===== src/rtl/debug_pkg.sv =====
// Shared definitions for the debug serial link (frame transmitter and receiver).
package debug_pkg;

   // One-hot frame receiver states; the encoding is visible on current_state.
   typedef enum logic [3:0] {
      StIdle    = 4'b0001,
      StCollect = 4'b0010,
      StTerm    = 4'b0100,
      StResync  = 4'b1000
   } frame_state_e;

   // Bit-level UART receiver states.
   typedef enum logic [1:0] {
      RxIdle,
      RxStart,
      RxData,
      RxStop
   } uart_rx_state_e;

   localparam logic [7:0] DEBUG_NEWLINE = 8'h0A;

   // 22 MHz clock / 191 ticks per bit ~= 115200 baud.
   localparam int unsigned DEBUG_UART_TICKS_PER_BIT      = 191;
   localparam int unsigned DEBUG_UART_TICKS_PER_BIT_SIZE = 8;

endpackage


===== src/rtl/debug_uart_rx.sv =====
// UART byte receiver: 8N1, LSB first, one-cycle o_recvdata pulse per good byte.
module debug_uart_rx
   import debug_pkg::*;
#(
   parameter int unsigned TICKS_PER_BIT      = DEBUG_UART_TICKS_PER_BIT,
   parameter int unsigned TICKS_PER_BIT_SIZE = DEBUG_UART_TICKS_PER_BIT_SIZE
) (
   input  logic       clk_in,
   input  logic       reset,
   input  logic       i_enable,
   input  logic       i_rx,
   output logic [7:0] o_rxdata,
   output logic       o_recvdata,
   output logic       o_busy
);

   localparam logic [TICKS_PER_BIT_SIZE-1:0] LastTick =
      TICKS_PER_BIT_SIZE'(TICKS_PER_BIT - 1);
   // Re-check the start bit half a bit later so data bits are sampled mid-bit.
   localparam logic [TICKS_PER_BIT_SIZE-1:0] HalfTick =
      TICKS_PER_BIT_SIZE'(TICKS_PER_BIT / 2 - 1);

   uart_rx_state_e                state_q, state_d;
   logic [TICKS_PER_BIT_SIZE-1:0] tick_q, tick_d;
   logic [2:0]                    bit_q, bit_d;
   logic [7:0]                    data_q, data_d;
   logic                          recv_q, recv_d;
   logic                          rx_meta_q, rx_sync_q;

   // Two-flop synchroniser for the asynchronous serial line (idles high).
   always_ff @(posedge clk_in or posedge reset) begin
      if (reset) begin
         rx_meta_q <= 1'b1;
         rx_sync_q <= 1'b1;
      end else begin
         rx_meta_q <= i_rx;
         rx_sync_q <= rx_meta_q;
      end
   end

   // Receiver state and datapath registers.
   always_ff @(posedge clk_in or posedge reset) begin
      if (reset) begin
         state_q <= RxIdle;
         tick_q  <= '0;
         bit_q   <= '0;
         data_q  <= '0;
         recv_q  <= 1'b0;
      end else begin
         state_q <= state_d;
         tick_q  <= tick_d;
         bit_q   <= bit_d;
         data_q  <= data_d;
         recv_q  <= recv_d;
      end
   end

   // Bit timing: start detect, mid-bit sampling, stop-bit validation.
   always_comb begin
      state_d = state_q;
      tick_d  = tick_q;
      bit_d   = bit_q;
      data_d  = data_q;
      recv_d  = 1'b0;
      unique case (state_q)
         RxIdle: begin
            tick_d = '0;
            bit_d  = '0;
            if (i_enable && !rx_sync_q) state_d = RxStart;
         end
         RxStart: begin
            if (tick_q == HalfTick) begin
               tick_d  = '0;
               // A glitch shorter than half a bit is not a start bit.
               state_d = rx_sync_q ? RxIdle : RxData;
            end else begin
               tick_d = tick_q + 1'b1;
            end
         end
         RxData: begin
            if (tick_q == LastTick) begin
               tick_d = '0;
               data_d = {rx_sync_q, data_q[7:1]};
               bit_d  = bit_q + 1'b1;
               if (bit_q == 3'd7) state_d = RxStop;
            end else begin
               tick_d = tick_q + 1'b1;
            end
         end
         RxStop: begin
            if (tick_q == LastTick) begin
               tick_d  = '0;
               state_d = RxIdle;
               recv_d  = rx_sync_q;
            end else begin
               tick_d = tick_q + 1'b1;
            end
         end
         default: state_d = RxIdle;
      endcase
   end

   assign o_rxdata   = data_q;
   assign o_recvdata = recv_q;
   assign o_busy     = (state_q != RxIdle);

endmodule


===== src/rtl/debug_frame_rx.sv =====
// Debug link receiver: assembles newline-terminated frames into parallel words.
module debug_frame_rx
   import debug_pkg::*;
#(
   parameter int unsigned                   DATA_WIDTH              = 8,
   parameter int unsigned                   DATA_WIDTH_BASE2        = 4,
   parameter int unsigned                   UART_TICKS_PER_BIT      = DEBUG_UART_TICKS_PER_BIT,
   parameter int unsigned                   UART_TICKS_PER_BIT_SIZE = DEBUG_UART_TICKS_PER_BIT_SIZE,
   parameter int unsigned                   TIMEOUT_TICKS_WIDTH     = 24,
   parameter logic [TIMEOUT_TICKS_WIDTH-1:0] TIMEOUT_TICKS          = 24'd2200000
) (
   input  logic                  clk_in,
   input  logic                  reset,
   input  logic                  uart_rx_in,
   output logic [DATA_WIDTH-1:0] data_out,
   output logic                  data_valid,
   output logic                  frame_error,
   output logic [15:0]           frame_count,
   output logic [3:0]            current_state,
   output logic                  busy
);

   localparam int unsigned NBytes = DATA_WIDTH / 8;
   localparam int unsigned RemW   = DATA_WIDTH_BASE2 + 1;
   localparam logic [RemW-1:0] RemStart = RemW'(NBytes - 1);
   localparam logic [RemW-1:0] RemOne   = RemW'(1);

   logic [7:0] rx_byte;
   logic       rx_recv;

   debug_uart_rx #(
      .TICKS_PER_BIT      (UART_TICKS_PER_BIT),
      .TICKS_PER_BIT_SIZE (UART_TICKS_PER_BIT_SIZE)
   ) u_uart_rx (
      .clk_in     (clk_in),
      .reset      (reset),
      .i_enable   (1'b1),
      .i_rx       (uart_rx_in),
      .o_rxdata   (rx_byte),
      .o_recvdata (rx_recv),
      .o_busy     ()
   );

   frame_state_e                   state_q, state_d;
   logic [DATA_WIDTH-1:0]          shift_q, shift_d;
   logic [RemW-1:0]                remaining_q, remaining_d;
   logic [TIMEOUT_TICKS_WIDTH-1:0] timeout_q, timeout_d;
   logic [DATA_WIDTH-1:0]          data_q, data_d;
   logic [15:0]                    frame_count_q, frame_count_d;
   logic                           valid_q, valid_d;
   logic                           error_q, error_d;
   logic                           timeout_hit;
   logic [DATA_WIDTH-1:0]          shift_in;

   // Frame FSM, timeout counter and registered outputs.
   always_ff @(posedge clk_in or posedge reset) begin
      if (reset) begin
         state_q       <= StIdle;
         shift_q       <= '0;
         remaining_q   <= '0;
         timeout_q     <= '0;
         data_q        <= '0;
         frame_count_q <= '0;
         valid_q       <= 1'b0;
         error_q       <= 1'b0;
      end else begin
         state_q       <= state_d;
         shift_q       <= shift_d;
         remaining_q   <= remaining_d;
         timeout_q     <= timeout_d;
         data_q        <= data_d;
         frame_count_q <= frame_count_d;
         valid_q       <= valid_d;
         error_q       <= error_d;
      end
   end

   // Next state: positional framing, terminator check, timeout and resync.
   always_comb begin
      state_d       = state_q;
      shift_d       = shift_q;
      remaining_d   = remaining_q;
      data_d        = data_q;
      frame_count_d = frame_count_q;
      valid_d       = 1'b0;
      error_d       = 1'b0;
      // Shift form also covers the single-byte frame without slicing out of range.
      shift_in      = (shift_q << 8) | DATA_WIDTH'(rx_byte);
      timeout_hit   = (timeout_q == TIMEOUT_TICKS);

      // Byte events take priority over a coincident timeout.
      if (state_q == StIdle || rx_recv || timeout_hit) timeout_d = '0;
      else                                             timeout_d = timeout_q + 1'b1;

      unique case (state_q)
         StIdle: begin
            if (rx_recv) begin
               shift_d     = shift_in;
               remaining_d = RemStart;
               state_d     = (NBytes == 1) ? StTerm : StCollect;
            end
         end
         StCollect: begin
            if (rx_recv) begin
               shift_d     = shift_in;
               remaining_d = remaining_q - 1'b1;
               if (remaining_q == RemOne) state_d = StTerm;
            end else if (timeout_hit) begin
               error_d = 1'b1;
               state_d = StIdle;
            end
         end
         StTerm: begin
            if (rx_recv) begin
               if (rx_byte == DEBUG_NEWLINE) begin
                  data_d        = shift_q;
                  valid_d       = 1'b1;
                  frame_count_d = frame_count_q + 1'b1;
                  state_d       = StIdle;
               end else begin
                  error_d = 1'b1;
                  state_d = StResync;
               end
            end else if (timeout_hit) begin
               error_d = 1'b1;
               state_d = StIdle;
            end
         end
         StResync: begin
            if (rx_recv) begin
               if (rx_byte == DEBUG_NEWLINE) state_d = StIdle;
            end else if (timeout_hit) begin
               state_d = StIdle;
            end
         end
         default: state_d = StIdle;
      endcase
   end

   assign data_out      = data_q;
   assign data_valid    = valid_q;
   assign frame_error   = error_q;
   assign frame_count   = frame_count_q;
   assign current_state = state_q;
   assign busy          = (state_q != StIdle);

endmodule


===== config.mk =====
export PLATFORM = sky130hd
export DESIGN_NAME = debug_frame_rx
export DESIGN_NICKNAME = d
export VERILOG_FILES = /design/src/rtl/debug_pkg.sv /design/src/rtl/debug_uart_rx.sv /design/src/rtl/debug_frame_rx.sv
export SDC_FILE = /design/constraint.sdc
export NUM_CORES = 1
export LEC_CHECK = 0
export ABC_AREA = 1
export CAP_MARGIN = 20
export CORE_MARGIN = 1
export CORE_UTILIZATION = 50
export CTS_CLUSTER_DIAMETER = 30
export DETAILED_ROUTE_END_ITERATION = 8
export GPL_ROUTABILITY_DRIVEN = 0
export PLACE_DENSITY = 0.68
export SKIP_LAST_GASP = 1
export SLEW_MARGIN = 5
export SYNTH_ARGS = -nofsm -noshare
export SYNTH_HDL_FRONTEND = slang
export SYNTH_SLANG_ARGS = --single-unit

===== constraint.sdc =====
create_clock -name clk_in -period 6.4 [get_ports clk_in]
set_clock_uncertainty 0.1 [all_clocks]
set_input_delay 0.96 -clock clk_in [delete_from_list [all_inputs] [get_ports clk_in]]
set_output_delay 0.96 -clock clk_in [all_outputs]
set_load 0.01 [all_outputs]

======== Word-level counts from Yosys, hierarchy flattened ========
Cells that the tools add are included.
storage, ports and cells
  word-level logic and storage cells ...... 92
  register bits after elaboration ......... 91
operators by class
  muxes and demuxes ....................... 35
  reduce and logical (&&, ||, !) cells .... 14
  eq/ne operators ......................... 23
  $add $sub $neg .......................... 5
operators by type and width
  cell                                             count
  two-way mux 4 bit                                8
  adder 24 x 1 -> 24 bit, second input constant    1
  == test 24 x 22 -> 1 bit, second input constant  1
  two-way mux 24 bit                               1
  one-hot mux 8 bit (3 select lines)               1
  adder 16 x 1 -> 16 bit, second input constant    1
  two-way mux 8 bit                                2
  one-hot mux 4 bit (4 select lines)               1
  two-way mux 2 bit                                6
  != test 2 x 1 -> 1 bit, second input constant    6
  two-way mux 5 bit                                2
  one-hot mux 5 bit (2 select lines)               1
  two-way mux 1 bit                                9
  AND reduction 3 bit                              3
  adder 8 x 1 -> 8 bit, second input constant      1
  == test 8 x 4 -> 1 bit, second input constant    1
  == test 8 x 7 -> 1 bit, second input constant    1
  == test 8 bit, second input constant             1
  one-hot mux 2 bit (4 select lines)               1
  != test 3 bit, second input constant             2
  one-hot mux 3 bit (2 select lines)               1
  AND reduction 2 bit                              3
  == test 5 x 1 -> 1 bit, second input constant    1
  AND reduction 5 bit                              1
  17 further kinds                                 21

======== Logic depth before layout (Yosys ltp) ========
Gate-level depths: netlist of the first run.
  depth after elaboration ................. 4
  depth in mapped cells ................... 12
  mapped depth without buffers ............ 11

======== By module ========
From an unflattened synthesis of the first run, not the netlist that was laid out.
second synthesis, totals
  cell total of the unflattened synthesis .. 629
  area total of the unflattened synthesis .. 4877.2 um2
by module, submodules not included
  module          area each (um2)  sequential area each (um2)  instances  cells each
  debug_frame_rx  3779.9           1677.9                      1          505
  debug_uart_rx   1097.3           603.1                       1          124

======== Worst setup path after synthesis of the first run ========
No wires, ideal clock.
  kind .................................... register -> output
  start point ............................. register state_q[3] (netlist: current_state[3])
  end point ............................... output port busy
  stages on the path, launching flop included .. 3
  setup slack ............................. 4.583 ns
  data arrival time ....................... 0.757 ns
  cells stage by stage .................... dfrtp_1 nor2_4 nand3_4
between the ends
  word-level cells in the longest chain between the ends .. 1
RTL lines
  element                 line                   source
  from (decl)             debug_frame_rx.sv:44   frame_state_e state_q, state_d;
  from (signal assigned)  debug_frame_rx.sv:58   state_q <= StIdle;
  from (signal assigned)  debug_frame_rx.sv:67   state_q <= state_d;
  != test 4 x 1 -> 1 bit  debug_frame_rx.sv:145  assign busy = (state_q != StIdle);
  to (decl)               debug_frame_rx.sv:20   output logic busy
No other way between the ends.

======== Final worst setup path of the first run ========
Ends and elaborated chain as after synthesis.

==> metrics.yaml, run 1 <==
power:
  leakage_nw: 2.46
  ir_drop_mv: 0.114
  power_density_nw_per_um2: 179
  power.total_uw: 963
finish:
  post-route-util: 0.584
  antennaDiodeCount: 0
  nets: 645
  finalNonFillerCells: 767
  fin_area_um2: 5400
  drive_above_1_share: 0.108
  mostFrequentLayoutCell: "nand2_1"
  layout_common_cells: "162 x nand2_1, 88 x dfrtp_1, 79 x nor2_1, 70 x inv_1, 33 x clkdlybuf4s50_1"
  synthToLayoutAreaGrowth_pct: 13.1
placed_design:
  post-place-ws_ns: 3.72
  io_buffers: 33
  placed_cells: 751
  dpl.hpwl_um: 6640
  post_dp_cell_area_um2: 5200
clock_network:
  clk_pin_slew_ns: 0.10
  cts_tree: "done"
  clock-sinks: 91
  clock_latency_ns: 0.36
  numCtsBuffers: 9
  htree_levels: 3
  root_buffer: "clkbuf_8"
  clock_path_buffers: 2
  post_cts_buffers: 0
  cts_resized: 0
  ctsHoldBuffers: 0
drt:
  firstDrtPassIters: 6
  routed_wl_um: 8830
  drc: 0
  drtIter0Drc: 143
  wl_per_cell_um: 11.5
  vias: 3724
  via_per_inst: 4.86
  ant_nets: 0
floorplanning:
  die-area_um2: 9940
  start_util: 0.516
  core_um2: 9240
  die_w_um: 99.7
  fp-row-count: 35
  ioPinCount: 34
  die_y_um: 99.7
sta:
  timing_hold_violations_final: 0
  post-route-min-period_ns: 2.72
  fin_tns_setup_ns: 0
  fin_crit_sh: 0.424
  relSlewSlack: 0.422
  setup_slack_ns: 3.68
  hold_slack_ns: 0.263
  tightest_slew_ns: 0.867
  fmax_mhz: 368
  setup_viol: 0
  drv_slew: 0
  rsz0062_at_grt: "false"
yosys:
  synth_top_area_cell: "dfrtp_1"
  ys_warn_count: 0
  synth.top_cell.area_share: 0.461
  synth.area.mux_share: 0
  synth-xor-area-share: 0.0496
  synth_compound_area_frac: 0.0443
  synth_simple_gate_area_frac: 0.326
  avgSynthCellArea_um2: 7.99
  synthTopCellsByArea: "dfrtp_1 46%, nand2_1 13%, nor2_1 6.2%, inv_1 5.6%, nand3_1 3.0%"
  synth_top_family_by_area: "simple AND/OR/NAND/NOR gates"
  syn-num-nets: 609
  syn_area_um2: 4770
  synth_fa_ha_area_frac: 0.0236
  netlist_instances: 597
  yosysUniqueCellTypes: 38
  yosysSeqAreaShare: 0.478
  ys_ff_latch: 91
global_route:
  grt-ovfl-total: 0
  grt_max_degree: 54
  grtUsageTotal: 0.198
  grt_pass1_wl_um: 15800
  antenna_found_initial: 0
  grt_pass1_vias: 3537
critical_path:
  startpoint_type: "flop"
  critical_path_peak_fanout: 6
  crit_type: "flop to output pin"
  r2r_slack_ns: 4.49
  arrival_ns: 1.66
  required_ns: 5.34
  reg2reg_depth: 8
  cp-end-kind: "output pin"
outcome:
  outcome: "complete, no violations"
worst_hold_path:
  holdPathStages: 0
  hp-class: "flop to flop"
run:
  drv_cap: 0
==> cell families after synthesis <==
kind of cell,after synthesis
buf+inv,90
fa+ha+maj,9
xor+xnor,27
compound gates,39
simple gates,341
flops,91
==> synthesized netlist by cell type <==
master    instances
nand2_1         162
dfrtp_1          88
nor2_1           79
inv_1            71
nand3_1          29
nor3_1           19
o21ai_1          19
nor2_2           17
xor2_1           16
o21ai_0          11
xnor2_1          11
nand4_1          10
ha_1              9
inv_2             9
a21oi_1           5
nand2_2           5
buf_2             4
nor2_4            4
nor3_2            4
dfstp_2           3
and2_1            2
buf_4             2
nand2_4           2
nand3_2           2
a211oi_1          1
a21oi_2           1
a22oi_1           1
buf_12            1
buf_6             1
clkbuf_2          1
clkinv_1          1
nand3_4           1
nand4_4           1
nor2b_1           1
nor3b_2           1
nor4_1            1
o31ai_2           1
or2_0             1
==> state kept, by name, indices dropped and copies added, names as in the netlist, named ones only <==
| register | flops |
|---|---|
| timeout_q | 24 |
| u_uart_rx.rx_meta_q | 1 |
| current_state | 4 |
| frame_count | 16 |
| remaining_q | 5 |
| u_uart_rx.o_recvdata | 1 |
| u_uart_rx.tick_q | 8 |
| data_valid | 1 |
| data_out | 8 |
| frame_error | 1 |
| shift_q | 8 |
| u_uart_rx.state_q | 1 |
| u_uart_rx.rx_sync_q | 1 |
| u_uart_rx.bit_q | 3 |
| u_uart_rx.o_rxdata | 8 |
==> final cells by class <==
| type | instances | area, µm² |
|---|---|---|
| timing repair buffer | 34 | 338 |
| tap | 129 | 161 |
| clock inverter | 7 | 71.3 |
| inverter | 81 | 305 |
| sequential | 91 | 2280 |
| clock buffer | 9 | 124 |
| multi-input combinational | 416 | 2120 |
| fill | 842 | 3840 |
==> per-layer routing <==
metal	wire length, µm	GRT usage	vias to the layer above
met4	128	0.0645	0
met2	4060	0.306	69
met1	4300	0.280	1721
met3	353	0.0401	12
li1	-	-	1922
met5	0	0	-
==> worst paths after layout <==
path / startpoint / end
max: current_state[3] / busy
min: u_uart_rx.rx_meta_q / u_uart_rx.rx_sync_q
max reg2reg: u_uart_rx.o_rxdata[5] / frame_count[14]
min reg2reg: u_uart_rx.rx_meta_q / u_uart_rx.rx_sync_q
max in group asynchronous: reset / current_state[0]
min in group asynchronous: reset / u_uart_rx.tick_q[0]
==> critical path: stages (launching register included) <==
cell	delay (ns)
dfrtp_1	0.46
nor2_4	0.19
nand3_4	0.13
clkdlybuf4s50_1	0.53
==> power breakdown <==
group / internal, mW / total, mW / leakage [nW] / switching, mW
clock network: 0.151 / 0.375 / 0.0987 / 0.224
logic: 0.00158 / 0.0126 / 1.11 / 0.0110
registers: 0.576 / 0.576 / 1.25 / 0.000223
total: 0.728 / 0.963 / 2.46 / 0.235
Power figures use the tool's default switching activity.
==> inputs of run 2 (changes only) <==
clock period = 2.7 ns   (was 6.4 ns; I/O delays follow)
==> metrics.yaml, run 2 (same netlist as run 1, synthesis figures left out) <==
critical_path:
  cp-end-kind: "output pin"  # unchanged
  r2r_slack_ns: 0.87  # was 4.49 ns
  crit_type: "flop to output pin"  # unchanged
  r2r_start: "timeout_q[0]"  # was u_uart_rx.o_rxdata[5]
  required_ns: 2.19  # was 5.34 ns
  crit_chain: "nor2_4 -> nand3_4 -> clkdlybuf4s50_1"  # unchanged
  crit_path_max_incr_delay_ns: 0.54  # was 0.53 ns
  crit_slowest_cell: "clkdlybuf4s50_1"  # unchanged
  r2r_end: "timeout_q[14]"  # was frame_count[14]
  reg2reg_depth: 7  # was 8
  critical_path_peak_fanout: 6  # unchanged
  startpoint_type: "flop"  # unchanged
  arrival_ns: 1.68  # was 1.66 ns
clock_network:
  cts_tree: "done"  # unchanged
  clock_path_buffers: 2  # unchanged
  clk_pin_slew_ns: 0.10  # about the same
  numCtsBuffers: 9  # unchanged
  ctsHoldBuffers: 0  # unchanged
  htree_levels: 3  # unchanged
  clock_latency_ns: 0.36  # about the same
  post_cts_buffers: 0  # unchanged
  cts_resized: 0  # unchanged
  clock-sinks: 91  # unchanged
  root_buffer: "clkbuf_8"  # unchanged
finish:
  antennaDiodeCount: 0  # unchanged
  synthToLayoutAreaGrowth_pct: 13.2  # was 13.1%
  layout_common_cells: "162 x nand2_1, 88 x dfrtp_1, 79 x nor2_1, 70 x inv_1, 33 x clkdlybuf4s50_1"  # unchanged
  mostFrequentLayoutCell: "nand2_1"  # unchanged
  n_fill_cell: 849  # was 842
  fin_area_um2: 5400  # about the same
  drive_above_1_share: 0.108  # unchanged
  nets: 645  # unchanged
  finalNonFillerCells: 767  # unchanged
  multi_input_area_um2: 2120  # unchanged
  largest_register_ffs: 24  # unchanged
  largest_register: "timeout_q"  # unchanged
  seqCellArea_um2: 2280  # unchanged
sta:
  tightest_slew_ns: 0.545  # was 0.867 ns
  timing_hold_violations_final: 0  # unchanged
  setup_viol: 0  # unchanged
  post-route-min-period_ns: 2.19
  fin_tns_setup_ns: 0  # unchanged
  fmax_mhz: 457
  fin_crit_sh: 0.810
  drv_slew: 0  # unchanged
  setup_slack_ns: 0.512  # was 3.68 ns
  relSlewSlack: 0.635  # was 0.422
  rsz0062_at_grt: "false"  # unchanged
drt:
  wl_per_cell_um: 11.8  # was 11.5 µm
  vias: 3794  # was 3724
  firstDrtPassIters: 4  # was 6
  routed_wl_um: 9030  # was 8830 µm
  ant_nets: 0  # unchanged
  drtIter0Drc: 187  # was 143
  drc: 0  # unchanged
  via_per_inst: 4.95  # was 4.86
floorplanning:
  core_um2: 9240  # unchanged
  ioPinCount: 34  # unchanged
  fp-row-count: 35  # unchanged
  start_util: 0.516  # unchanged
  die_y_um: 99.7  # unchanged
  die-area_um2: 9940  # unchanged
  die_w_um: 99.7  # unchanged
power:
  leakage_nw: 2.44  # was 2.46 nW
  p_sw_frac: 0.233  # was 0.244
  seqPwrFrac: 0.602  # was 0.598
  p_switching_uw: 528  # was 235 µW
  power_density_nw_per_um2: 420  # was 179 nW/µm²
  p_int_mw: 1.74  # was 728 µW
  power_frac_comb: 0.015  # was 0.013
  power.share.clock: 0.383  # was 0.389
  ir_drop_mv: 0.221  # was 0.114 mV
worst_hold_path:
  hold_path.startpoint: "u_uart_rx.rx_meta_q"  # unchanged
  hp-class: "flop to flop"  # unchanged
  holdPathStages: 0  # unchanged
  min_to: "u_uart_rx.rx_sync_q"  # unchanged
global_route:
  grt-ovfl-total: 0  # unchanged
  grtUsageTotal: 0.201  # was 0.198
  grt_pass1_wl_um: 15900  # was 15800 µm
  grt_max_degree: 92  # was 54
  grt_pass1_vias: 3574  # was 3537
  antenna_found_initial: 0  # unchanged
run:
  drv_cap: 0  # unchanged
placed_design:
  post_dp_cell_area_um2: 5220  # was 5200 µm²
  post-place-ws_ns: 0.888  # was 3.72 ns
  io_buffers: 33  # unchanged
  placed_cells: 751  # unchanged
  dpl.hpwl_um: 6630  # was 6640 µm
outcome:
  outcome: "complete, no violations"  # unchanged
## run 2: metrics by stage
| step | total power [mW] | util | hold slack, ns |
|---|---|---|---|
| final | 2.27 | 0.585 | 0.263 |
| after global routing | 2.37 | 0.585 | 0.268 |
| after CTS | 2.30 | 0.585 | 0.266 |
| after detailed placement | 1.43 | 0.565 | 0.247 |
| after global placement | 1.43 | 0.565 | 0.249 |
| after floorplan | 1.41 | - | 0.245 |
## run 2: critical path: cells and delay by family, from the launching register on
kind	cells	cell delay (ns)
buffers and inverters	1	0.54
AND/OR/NAND/NOR	2	0.32
flip-flops	1	0.47
## run 2: power by group through the flow
stage | clock [mW] | combinational, mW | sequential, mW
global route | 0.960 | 0.0398 | 1.37
detailed placement | 0 | 0.0363 | 1.39
CTS | 0.902 | 0.0362 | 1.37
floorplan | 0 | 0.0207 | 1.39
global placement | 0 | 0.0355 | 1.39
finish | 0.868 | 0.0332 | 1.36
## run 2: worst max-delay path by stage
stage,slack [ns],start,end
detailed placement,0.89,timeout_q[0],timeout_q[7]
global route,0.40,current_state[3],busy
CTS,0.49,current_state[3],busy
finish,0.51,current_state[3],busy
floorplan,1.13,reset,async pin
global placement,0.92,current_state[3],busy
## run 2: layout make-up
| type | instances | share of cell area |
|---|---|---|
| inverter | 81 | 0.0570 |
| tap | 129 | 0.0299 |
| timing repair buffer | 34 | 0.0648 |
| sequential | 91 | 0.422 |
| clock inverter | 6 | 0.00903 |
| multi-input combinational | 416 | 0.392 |
| clock buffer | 10 | 0.0255 |
## run 2: metal layers
layer | global-route usage | wire length (µm) | vias up | share of wire
li1 | - | - | 1928 | -
met3 | 0.0443 | 372 | 9 | 0.041
met5 | 0 | 0 | - | 0
met4 | 0.0645 | 104 | 0 | 0.012
met2 | 0.317 | 4220 | 60 | 0.47
met1 | 0.276 | 4340 | 1797 | 0.48
